File: src/rtl/fifo_param_if.sv
// Producer/consumer-side bundle for fifo_param; the FIFO takes the slave modport.
// The err_clr/overflow/underflow signals exist only when FIFO_PARAM_ERR_FLAGS_EN is defined.
interface fifo_param_if #(
    parameter int DATA_WIDTH = 8,
    parameter int FIFO_DEPTH = 8
);
    localparam int CNT_WIDTH = $clog2(FIFO_DEPTH + 1);

    logic                  flush;
    logic                  wr;
    logic [DATA_WIDTH-1:0] data_in;
    logic                  rd;
    logic [DATA_WIDTH-1:0] data_out;
    logic                  data_out_valid;
    logic                  empty;
    logic                  full;
    logic                  almost_empty;
    logic                  almost_full;
    logic [CNT_WIDTH-1:0]  level;
`ifdef FIFO_PARAM_ERR_FLAGS_EN
    logic                  err_clr;
    logic                  overflow;
    logic                  underflow;
`endif

    modport master (
        output flush, wr, data_in, rd,
`ifdef FIFO_PARAM_ERR_FLAGS_EN
        output err_clr,
        input  overflow, underflow,
`endif
        input  data_out, data_out_valid, empty, full, almost_empty, almost_full, level
    );

    modport slave (
        input  flush, wr, data_in, rd,
`ifdef FIFO_PARAM_ERR_FLAGS_EN
        input  err_clr,
        output overflow, underflow,
`endif
        output data_out, data_out_valid, empty, full, almost_empty, almost_full, level
    );
endinterface

File: src/rtl/fifo_param.sv
// Single-clock FIFO, any depth >= 2, registered read data, programmable almost flags, flush.
// Define FIFO_PARAM_ERR_FLAGS_EN to add sticky overflow/underflow flags with err_clr.
module fifo_param #(
    parameter int DATA_WIDTH = 8,
    parameter int FIFO_DEPTH = 8,
    parameter int AF_LEVEL   = FIFO_DEPTH - 1,
    parameter int AE_LEVEL   = 1
) (
    input logic         clk,
    input logic         clear_n,
    fifo_param_if.slave bus
);
    localparam int PTR_WIDTH = $clog2(FIFO_DEPTH);
    localparam int CNT_WIDTH = $clog2(FIFO_DEPTH + 1);

    localparam logic [PTR_WIDTH-1:0] PTR_LAST = PTR_WIDTH'(FIFO_DEPTH - 1);
    localparam logic [CNT_WIDTH-1:0] CNT_FULL = CNT_WIDTH'(FIFO_DEPTH);
    localparam logic [CNT_WIDTH-1:0] CNT_AF   = CNT_WIDTH'(AF_LEVEL);
    localparam logic [CNT_WIDTH-1:0] CNT_AE   = CNT_WIDTH'(AE_LEVEL);

    logic [DATA_WIDTH-1:0] mem_q [FIFO_DEPTH];

    logic [PTR_WIDTH-1:0]  wr_ptr_q, wr_ptr_d;
    logic [PTR_WIDTH-1:0]  rd_ptr_q, rd_ptr_d;
    logic [CNT_WIDTH-1:0]  level_q, level_d;
    logic [DATA_WIDTH-1:0] data_out_q, data_out_d;
    logic                  data_out_valid_q, data_out_valid_d;

    logic empty, full, wr_acc, rd_acc;

    // Depth need not be a power of two, so wrap on an explicit compare.
    function automatic logic [PTR_WIDTH-1:0] ptr_inc(input logic [PTR_WIDTH-1:0] p);
        return (p == PTR_LAST) ? '0 : p + 1'b1;
    endfunction

    assign empty  = (level_q == '0);
    assign full   = (level_q == CNT_FULL);
    assign wr_acc = bus.wr & ~full & ~bus.flush;
    assign rd_acc = bus.rd & ~empty & ~bus.flush;

    always_comb begin
        wr_ptr_d         = wr_ptr_q;
        rd_ptr_d         = rd_ptr_q;
        level_d          = level_q;
        data_out_d       = data_out_q;
        data_out_valid_d = 1'b0;
        if (bus.flush) begin
            wr_ptr_d = '0;
            rd_ptr_d = '0;
            level_d  = '0;
        end else begin
            if (wr_acc) begin
                wr_ptr_d = ptr_inc(wr_ptr_q);
            end
            if (rd_acc) begin
                rd_ptr_d         = ptr_inc(rd_ptr_q);
                data_out_d       = mem_q[rd_ptr_q];
                data_out_valid_d = 1'b1;
            end
            if (wr_acc && !rd_acc) begin
                level_d = level_q + 1'b1;
            end else if (rd_acc && !wr_acc) begin
                level_d = level_q - 1'b1;
            end
        end
    end

    always_ff @(posedge clk or negedge clear_n) begin
        if (!clear_n) begin
            wr_ptr_q         <= '0;
            rd_ptr_q         <= '0;
            level_q          <= '0;
            data_out_q       <= '0;
            data_out_valid_q <= 1'b0;
        end else begin
            wr_ptr_q         <= wr_ptr_d;
            rd_ptr_q         <= rd_ptr_d;
            level_q          <= level_d;
            data_out_q       <= data_out_d;
            data_out_valid_q <= data_out_valid_d;
        end
    end

    // Storage is deliberately left out of reset.
    always_ff @(posedge clk) begin
        if (wr_acc) begin
            mem_q[wr_ptr_q] <= bus.data_in;
        end
    end

    assign bus.data_out       = data_out_q;
    assign bus.data_out_valid = data_out_valid_q;
    assign bus.level          = level_q;
    assign bus.empty          = empty;
    assign bus.full           = full;
    assign bus.almost_empty   = (level_q <= CNT_AE);
    assign bus.almost_full    = (level_q >= CNT_AF);

`ifdef FIFO_PARAM_ERR_FLAGS_EN
    logic overflow_q, overflow_d;
    logic underflow_q, underflow_d;

    // A new error in the same cycle as err_clr wins.
    always_comb begin
        overflow_d  = (bus.wr & full  & ~bus.flush) | (overflow_q  & ~bus.err_clr & ~bus.flush);
        underflow_d = (bus.rd & empty & ~bus.flush) | (underflow_q & ~bus.err_clr & ~bus.flush);
    end

    always_ff @(posedge clk or negedge clear_n) begin
        if (!clear_n) begin
            overflow_q  <= 1'b0;
            underflow_q <= 1'b0;
        end else begin
            overflow_q  <= overflow_d;
            underflow_q <= underflow_d;
        end
    end

    assign bus.overflow  = overflow_q;
    assign bus.underflow = underflow_q;
`endif
endmodule

File: src/flat_wrapper.sv
// flat-port wrapper written by rule: the top's interface ports become plain ports
module fifo_param_flat 
#(
    parameter int DATA_WIDTH = 8,
    parameter int FIFO_DEPTH = 8,
    parameter int AF_LEVEL   = FIFO_DEPTH - 1,
    parameter int AE_LEVEL   = 1
)
  (clk, clear_n, bus_flush, bus_wr, bus_data_in, bus_rd, bus_data_out, bus_data_out_valid, bus_empty, bus_full, bus_almost_empty, bus_almost_full, bus_level);
  fifo_param_if #(.DATA_WIDTH(DATA_WIDTH), .FIFO_DEPTH(FIFO_DEPTH)) bus_i ();
  input logic clk;
  input logic clear_n;
  input wire logic [$bits(bus_i.flush)-1:0] bus_flush;
  input wire logic [$bits(bus_i.wr)-1:0] bus_wr;
  input wire logic [$bits(bus_i.data_in)-1:0] bus_data_in;
  input wire logic [$bits(bus_i.rd)-1:0] bus_rd;
  output wire logic [$bits(bus_i.data_out)-1:0] bus_data_out;
  output wire logic [$bits(bus_i.data_out_valid)-1:0] bus_data_out_valid;
  output wire logic [$bits(bus_i.empty)-1:0] bus_empty;
  output wire logic [$bits(bus_i.full)-1:0] bus_full;
  output wire logic [$bits(bus_i.almost_empty)-1:0] bus_almost_empty;
  output wire logic [$bits(bus_i.almost_full)-1:0] bus_almost_full;
  output wire logic [$bits(bus_i.level)-1:0] bus_level;
  assign bus_i.flush = bus_flush;
  assign bus_i.wr = bus_wr;
  assign bus_i.data_in = bus_data_in;
  assign bus_i.rd = bus_rd;
  assign bus_data_out = bus_i.data_out;
  assign bus_data_out_valid = bus_i.data_out_valid;
  assign bus_empty = bus_i.empty;
  assign bus_full = bus_i.full;
  assign bus_almost_empty = bus_i.almost_empty;
  assign bus_almost_full = bus_i.almost_full;
  assign bus_level = bus_i.level;
  fifo_param #(.DATA_WIDTH(DATA_WIDTH), .FIFO_DEPTH(FIFO_DEPTH), .AF_LEVEL(AF_LEVEL), .AE_LEVEL(AE_LEVEL)) u_core (.clk(clk), .clear_n(clear_n), .bus(bus_i));
endmodule
File: config.mk
export PLATFORM = sky130hd
export DESIGN_NAME = fifo_param_flat
export DESIGN_NICKNAME = d
export VERILOG_FILES = /design/src/rtl/fifo_param_if.sv /design/src/rtl/fifo_param.sv /design/src/flat_wrapper.sv
export SDC_FILE = /design/constraint.sdc
export NUM_CORES = 1
export LEC_CHECK = 0
export ABC_CLOCK_PERIOD_IN_PS = 2610
export CORE_MARGIN = 5
export CORE_UTILIZATION = 50
export CTS_BUF_LIST = sky130_fd_sc_hd__clkbuf_4
export CTS_CLUSTER_DIAMETER = 100
export DETAILED_ROUTE_END_ITERATION = 10
export PLACE_DENSITY = 0.81
export SYNTH_ARGS = -nofsm -noshare
export SYNTH_HDL_FRONTEND = slang
export SYNTH_SLANG_ARGS = --single-unit
File: constraint.sdc
create_clock -name clk -period 2.61 [get_ports clk]
set_input_delay 0.261 -clock clk [delete_from_list [all_inputs] [get_ports clk]]
set_output_delay 0.261 -clock clk [all_outputs]
set_load 0.03 [all_outputs]
* Word-level counts from Yosys, hierarchy flattened *
Memories as Yosys holds them, arrays and structs flattened. A register that Yosys moved wholly into a read port is not among the register bits.
Cells that the tools add are included.

cells by class
  multiplexer cells = 13
  add/subtract/negate cells = 4
  reduce and logical (&&, ||, !) cells = 10
  order comparisons = 2
  equal/unequal tests = 3
  bitwise gates (word level) = 7

operators by type and width
  cell                 count
  $mux 3               6
  $mux 4               3
  $add 3x1->3 const B  2
  $eq 3x3->1 const B   2
  $add 4x1->4 const B  1
  $and 1x1->1          4
  $eq 4x4->1 const B   1
  $ge 4x3->1 const B   1
  $le 4x1->1 const B   1
  $logic_not 4->1      1
  $mux 1               4
  $reduce_bool 2->1    2
  $sub 4x1->4 const B  1
  $logic_not 1->1      3
  $not 1->1            3
  $reduce_bool 3->1    1
  $logic_and 1x1->1    2
  $reduce_and 2->1     1

storage, ports and cells
  output and inout bits = 17
  memories = 1
  RAM bits = 64
  logic and storage cells = 44
  input bits = 13
  flip-flop bits (word level) = 11

memories
  name          words  bits a word  rd ports  clocked after memory_dff  write ports  line              source
  u_core.mem_q  8      8            1         1                         1            fifo_param.sv:21  logic [DATA_WIDTH-1:0] mem_q [FIFO_DEPTH];

* Longest topological paths before layout *
Gate-level depths: netlist of run 1.

  depth after elaboration = 9
  depth in mapped cells = 7
  depth with buffers taken out = 6

* Worst setup path before layout of run 1 *
OpenSTA, ideal clock, no wires.

  kind = flip-flop to flip-flop
  start = register u_core.level_q[0] (netlist: u_core.bus.level[0])
  end = memory u_core.mem_q[2][0] (enable)
  cell stages (with the launch flop) = 7
  path slack = 0.021 ns
  clock period less this slack = 2.589 ns
  required time = 2.240 ns
  path buffers = 0
  library setup time = 0.370 ns
  arrival = 2.219 ns
  path through = dfrtp_1 inv_1 ha_1 nand3b_1 inv_1 or4b_4 nor2_1

on the way
  cells in the longest elaborated chain, start to end = 6

RTL lines
  what                          line                source
  start, declared               fifo_param.sv:25    logic [CNT_WIDTH-1:0] level_q, level_d;
  start signal, assigned        fifo_param.sv:78    level_q <= level_d;
  $eq 4x4->1                    fifo_param.sv:37    assign full = (level_q == CNT_FULL);
  named net bus_full            flat_wrapper.sv:20  output wire logic [$bits(bus_i.full)-1:0] bus_full;
  $not 1->1                     fifo_param.sv:38    assign wr_acc = bus.wr & ~full & ~bus.flush;
  $and 1x1->1 (2 in series)     fifo_param.sv:38
  $mux 1                        fifo_param.sv:86    if (wr_acc) begin
  $mux 1 (implied by the code)  fifo_param.sv:87    mem_q[wr_ptr_q] <= bus.data_in;
  end, declared                 fifo_param.sv:21

The timed path passes the listed nets, and every way through them passes these cells.

* Worst setup path after layout of run 1 *
  start = register u_core.level_q[0] (netlist: u_core.bus.level[0])
  end = output bus_almost_empty

on the way
  cells in the longest elaborated chain, start to end = 1

RTL lines
  what           line                source
  $le 4x1->1     fifo_param.sv:96    assign bus.almost_empty = (level_q <= CNT_AE);
  end, declared  flat_wrapper.sv:21  output wire logic [$bits(bus_i.almost_empty)-1:0] bus_almost_empty;

Every way passes these cells.

==> results of run 1 <==
==> layer usage <==
metal  vias up  share of wire
li1       1015              -
met1      1038           0.44
met2        53           0.49
met3        15          0.049
met4         0          0.029
met5         -              0
==> critical path: stages, from the launching register on <==
cell	delay (ns)
dfrtp_1	0.47
inv_1	0.11
ha_1	0.17
nor2_1	0.05
nor3_1	0.12
clkdlybuf4s50_1	0.70
==> sequential cells by signal (all words and copies together), names as in the netlist <==
name	flops
u_core.mem_q	64
u_core.bus.data_out	8
u_core.bus.level	4
u_core.rd_ptr_q	3
u_core.wr_ptr_q	3
u_core.bus.data_out_valid	1
==> final cells by class <==
cell class,instances,area share
sequential,83,0.5806
multi-input combinational,142,0.2576
timing repair buffer,41,0.09333
tap,96,0.02909
clock buffer,12,0.02182
inverter,12,0.01091
clock inverter,4,0.006667
==> cell usage after synthesis (all sizes together) (2+ instances only) <==
cell,n,area [sq um]
nand3,8,40.04
a21oi,6,30.03
nand3b,2,15.01
nor2b,4,25.02
clkbuf,2,7.510
nor2,13,48.80
edfxtp,64,1922
nor3,4,25.02
ha,8,100.1
or3,2,13.77
a211oi,2,15.01
a221oi,2,17.52
mux2i,34,340.3
inv,12,45.04
nand2,12,45.04
nand2b,4,32.53
o21ai,9,48.80
nor3b,2,20.02
a22oi,17,127.6
dfrtp,19,475.5
and2,2,12.51
buf,10,58.80
==> power by group <==
part	leakage (nW)	switching, W	internal [W]
clock	0.0612	0.000400	0.000227
sequential	0.825	0.0000719	0.00152
combinational	0.594	0.000448	0.000323
==> worst max-delay path by stage <==
stage / cells past startpoint / end
2_1_floorplan: 6 / u_core.mem_q[2][0]$_DFFE_PP_
3_3_place_gp: 4 / bus_empty
3_5_place_dp: 4 / bus_empty
4_1_cts: 4 / bus_empty
5_1_grt: 6 / u_core.bus.data_out[1]$_DFFE_PN0P_
6_report: 5 / bus_almost_empty
==> per-stage QoR <==
stage          worst slack [ns]  hold slack (ns)  total power, W  instances
6_report                 0.3181           0.1854        0.002988        390
5_1_grt                  0.1027           0.1998        0.003138        390
4_1_cts                0.002809           0.1646        0.003019        390
3_5_place_dp             0.3240           0.5299        0.002395        374
3_3_place_gp             0.4134           0.5264        0.002380        374
2_1_floorplan           0.02065         -0.03459        0.002097        249
==> repair_timing <==
| action | in CTS | in global routing |
|---|---|---|
| hold endpoints to repair | 0 | 0 |
| endpoints found under the setup margin | 1 | 2 |
| gates resized for setup | 1 | 2 |
==> cell families (layout without fill, tap and decap cells) <==
kind of cell,Yosys count,count (layout),share of synthesized area
and+or+nand+nor,60,60,0.09716
AOI/OAI and AO/OA,39,39,0.07296
buffers and inverters,24,69,0.03122
adders and majority gates,8,8,0.02806
DFF,83,83,0.6720
muxes,35,35,0.09856
==> results by group, run 1 <==
Status
  – Status: finished, final reports clean

Clock tree
  – Hold-fix buffers at CTS: 0
  – Reg clk slew, reported paths: 0.12 ns
  – Clock buffer depth: 2
  – Clk_lat worst skew: 0.42 ns
  – Post-CTS setup buffers: 0
  – Num CTS Buffers: 9
  – CTS sink count: 83
  – H-Tree Depth: 3
  – Clk root buf: clkbuf_4
  – CTS tree: yes

STA
  – Clock skew: 0.01274 ns
  – Max transition margin: 0.3684
  – Fin crit period: 2.292 ns
  – Slew @ Worst Pin: between 0.9 and 1 ns
  – Pins Over Slew Limit: 0
  – Final Setup Violations: 0
  – Achievable frequency: 0.4363 GHz
  – Final Cycle Share: 0.8781
  – RSZ-0062 raised after global routing: false
  – Final hold viol count: 0
  – Setup_tns: 0 ns

Cells and area
  – Cell area after layout: ~4100 sq um
  – Most frequent cells in the layout: edfxtp_1, mux2i_1, clkdlybuf4s50_1, dfrtp_1, a22oi_1
  – Most common cell after layout, fill and taps aside: edfxtp_1
  – Layout Nets: 310
  – Area Overhead vs Synth: 15.75%
  – Final core occ: 0.6011
  – Layout cells sized above 1: 0.1259
  – FF+latch area: 2397 sq um
  – N_diodes: 0
  – Filler cell count in the final layout: 528
  – Multi-input logic area: 1064 sq um

Setup path
  – Flop-to-flop setup slack: 0.38 ns
  – Critical path class: register to primary output
  – CP required: 2.35 ns
  – Startpoint class of the critical path: register
  – Max Fanout on Critical Path: 8
  – WP data arrival: 2.03 ns
  – Reg-to-reg endpoint: u_core.mem_q[0][5]$_DFFE_PP_
  – CP startpoint: u_core.bus.level[0]$_DFFE_PN0P_
  – Worst r2r path cells: 7
  – Worst r2r src: u_core.bus.level[0]$_DFFE_PN0P_
  – Worst setup EP type: primary output

Power
  – Pwr Density: 723.7 nW/um^2
  – Leak pwr: 1.480 nW
  – Peak VDD IR: 0.3625 mV

Logic synthesis
  – Netlist cell types: 40
  – Post-synth EDFFs: 64
  – Seq cells post-synth: 83
  – Syn_nets: 270
  – Ys Warns: 0
  – Post-synth ARST share: 0.2289
  – Syn Std Cell Area: 3567 sq um
  – Mean Syn Cell Area: 14.33 sq um
  – Top FF cell, synth: edfxtp_1
  – Post-Synthesis Cells: 249
  – Post-synthesis sequential area ratio: 0.6720

Placement
  – Gp weighted congestion: 0.8801
  – Dpl cell area: 4001 sq um
  – Port bufs: 29
  – HPWL Detailed: 4554 um

Global route
  – Total GRT Usage: 0.1609
  – Met3 usage: 0.02869
  – Largest net degree at the start of global routing: 24
  – M2 GR Usage: 0.2482
  – First-pass GRT wire length: a little over 10000 um
  – Top Usage Layer GRT: met2
  – Initial antenna violation count: 0
  – Global Route met1 Usage: 0.2137
  – Total gr overflow: 0
  – Vias in the first global route: 2030

Routing
  – WL per Instance: approximately 17 um
  – DRT iter0 DRCs: 190
  – Detailed-route DRC error count: 0
  – Routed WL: between 6000 and 7000 um
  – Vias per std cell: 5.438
  – Pre-Repair DR Iteration Count: 4
  – Via Count: 2121
  – Remaining antenna violation count after routing: 0

Die
  – Row count: 30
  – Core Footprint: 6869 sq um
  – DIE WIDTH: around 94 um
  – Die area: around 9000 sq um
  – Die Y: 94.47 um
  – Initial core utilization: 0.5193
  – I/O pins: 30

Job
  – Max-cap violations: 0

Hold path
  – Hold Crit Class: input port to async pin
Power figures use the tool's default switching activity.
==> run 2: changes to the inputs <==
--- a/config.mk
+++ b/config.mk
@@ -5,6 +5,7 @@
 export SDC_FILE = /design/constraint.sdc
 export NUM_CORES = 1
 export LEC_CHECK = 0
+export ABC_AREA = 1
 export ABC_CLOCK_PERIOD_IN_PS = 2610
 export CORE_MARGIN = 5
 export CORE_UTILIZATION = 50
@@ -12,6 +13,7 @@
 export CTS_CLUSTER_DIAMETER = 100
 export DETAILED_ROUTE_END_ITERATION = 10
 export PLACE_DENSITY = 0.81
+export SLEW_MARGIN = 20
 export SYNTH_ARGS = -nofsm -noshare
 export SYNTH_HDL_FRONTEND = slang
 export SYNTH_SLANG_ARGS = --single-unit
==> run 2 against run 1 <==
  * Die area rose by 0.63%
  * Synthesized area rose by 0.70%
  * Global-route usage is 0.16 points higher
  * Clock-buffer cell count fell by 3
  * Routed wire length up 2.9%
  * Combinational power rose by 78%
==> results by group, run 2 <==
Logic synthesis
  – Post-synth EDFFs: 64
  – Post-synthesis sequential area ratio: 0.6674
  – Top cell type's share of synthesized area: 0.5350
  – Post-synth ARST share: 0.2289
  – Ys Warns: 0
  – Synth area leaders: edfxtp_1, dfrtp_1, nor2_1, nand2_1, o21ai_1
  – Netlist cell types: 29
  – Synth area leader: edfxtp_1
  – Seq cells post-synth: 83
  – Mean Syn Cell Area: 11.44 sq um
  – Synth cell count leaders: edfxtp_1, nor2_1, nand2_1
  – Syn_nets: 335
  – Top FF cell, synth: edfxtp_1
  – Post-Synthesis Cells: 314
  – Cell with the most instances after synthesis: edfxtp_1
  – Syn Std Cell Area: 3592 sq um

STA
  – Final Cycle Share: 0.9298
  – Max transition margin: 0.4406
  – Fin crit period: 2.427 ns
  – RSZ-0062 raised after global routing: false
  – Slew @ Worst Pin: about 0.84 ns
  – Setup_tns: 0 ns
  – WHS: 0.2991 ns
  – Achievable frequency: 0.4121 GHz
  – Final hold viol count: 0
  – Clock skew: approximately 0.013 ns
  – Final Setup Violations: 0
  – Pins Over Slew Limit: 0

Routing
  – WL per Instance: 14.87 um
  – DRT met1 WL: about 2700 um
  – Detailed-route DRC error count: 0
  – Pre-Repair DR Iteration Count: 4
  – Via Count: between 2000 and 2500
  – Wire length on met3: roughly 500 um
  – Vias per std cell: 5.205
  – Max layer used: met4
  – DR WL met2: 3390 um
  – DRT iter0 DRCs: between 100 and 150
  – Routed WL: 6752 um
  – Remaining antenna violation count after routing: 0

Setup path
  – Reg-to-reg endpoint: u_core.mem_q[0][7]$_DFFE_PP_
  – Worst r2r src: u_core.bus.level[0]$_DFFE_PN0P_
  – Worst setup EP type: primary output
  – Startpoint class of the critical path: register
  – Crit path to: bus_empty
  – Worst r2r path cells: 8
  – Flop-to-flop setup slack: 0.61 ns
  – Max Fanout on Critical Path: 7
  – CP startpoint: u_core.bus.level[0]$_DFFE_PN0P_
  – CP required: 2.35 ns
  – WP data arrival: 2.17 ns
  – Critical path class: register to primary output

Clock tree
  – Clk root buf: clkbuf_4
  – Post-CTS setup buffers: 0
  – Clock buffer depth: 2
  – CTS tree: yes
  – Reg clk slew, reported paths: 0.13 ns
  – Num CTS Buffers: 9
  – Clk_lat worst skew: between 0.4 and 0.5 ns
  – Hold-fix buffers at CTS: 0
  – # resized after CTS: 0
  – H-Tree Depth: 3
  – CTS sink count: 83

Placement
  – Port bufs: 29
  – Gp weighted congestion: 0.8429
  – HPWL Detailed: 4452 um
  – Dpl cell area: 3998 sq um

Power
  – Pwr Density: 916.0 nW/um^2
  – Leak pwr: between 1.5 and 2 nW
  – Peak VDD IR: between 0.2 and 0.3 mV

Cells and area
  – Cell area after layout: between 4000 and 5000 sq um
  – N_diodes: 0
  – Area Overhead vs Synth: 15.33%
  – Largest Register: u_core.mem_q
  – Most common cell after layout, fill and taps aside: edfxtp_1
  – Max reg flops: 64
  – Most frequent cells in the layout: edfxtp_1, nor2_1, nand2_1, clkdlybuf4s50_1, o21ai_1
  – Layout Nets: 371
  – Layout cells sized above 1: 0.1239

Status
  – Status: finished, final reports clean

Die
  – Core Footprint: 7137 sq um
  – DIE WIDTH: 94.76 um
  – Die Y: ~95 um
  – Initial core utilization: 0.5033
  – Row count: 31
  – I/O pins: 30
  – Die area: 8979 sq um

Global route
  – Largest net degree at the start of global routing: 35
  – Total GRT Usage: 0.1625
  – Total gr overflow: 0
  – First-pass GRT wire length: 10850 um
  – Initial antenna violation count: 0
  – Vias in the first global route: ~2300

Job
  – Max-cap violations: 0

Hold path
  – Hold Crit Class: input port to async pin
## run 2: worst min path at each step
stage          cells past startpoint  slack (ns)                                 end                          startpoint
2_1_floorplan                      0       -0.03  u_core.bus.data_out[0]$_DFFE_PN0P_                             clear_n
3_3_place_gp                       2        0.46  u_core.bus.data_out[5]$_DFFE_PN0P_  u_core.bus.data_out[5]$_DFFE_PN0P_
3_5_place_dp                       2        0.47  u_core.bus.data_out[7]$_DFFE_PN0P_  u_core.bus.data_out[7]$_DFFE_PN0P_
4_1_cts                            1        0.33     u_core.bus.level[1]$_DFFE_PN0P_                             clear_n
5_1_grt                            1        0.34  u_core.bus.data_out[2]$_DFFE_PN0P_                             clear_n
6_report                           1        0.30     u_core.bus.level[3]$_DFFE_PN0P_                             clear_n
## run 2: layout make-up
cell class                      instances  area, sq um
Multi-Input combinational cell        199         1044
Tap cell                               99        123.9
Fill cell                             594         2994
Timing Repair Buffer                   39        367.9
Sequential cell                        83         2397
Clock inverter                          7        75.07
Clock buffer                            9        67.56
Inverter                               18        67.56
## run 2: where the power goes
part	switching [W]	internal [W]
Sequential	0.000133	0.00155
Clock	0.000441	0.000297
Combinational	0.000854	0.000514
Total	0.00143	0.00237
## run 2: through the flow
stage	worst slack, ns	power [W]	utilization	cells
detailed placement	0.5096	0.003095	0.5601	438
CTS	0.01459	0.003817	0.5801	454
global route	0.06747	0.004046	0.5805	454
finish	0.1832	0.003795	0.5805	454
floorplan	0.4544	0.002658	-	314
global placement	0.6049	0.003042	0.5601	438
## run 2: critical path: stages, from the launching register on
cell and delay [ns]:
dfrtp_1 0.49, inv_1 0.15, ha_1 0.27, nand2_4 0.09, inv_1 0.07, clkdlybuf4s50_1 0.67
## run 2: per-layer routing
layer | GRT usage | up-vias
li1 | - | 1160
met1 | 0.2048 | 1112
met2 | 0.2725 | 80
met3 | 0.02869 | 11
met4 | 0.07572 | 0
met5 | 0 | -
## run 2: logic make-up (layout without fill, tap and decap cells)
logic type	after synthesis	after routing	synth area share
AO/OA/AOI/OAI	61	61	0.1003
XOR/XNOR	3	3	0.007316
adder cells (fa/ha/maj)	8	8	0.02787
buffers and inverters	32	73	0.04214
flip-flops	83	83	0.6674
AND/OR/NAND/NOR	127	127	0.1550
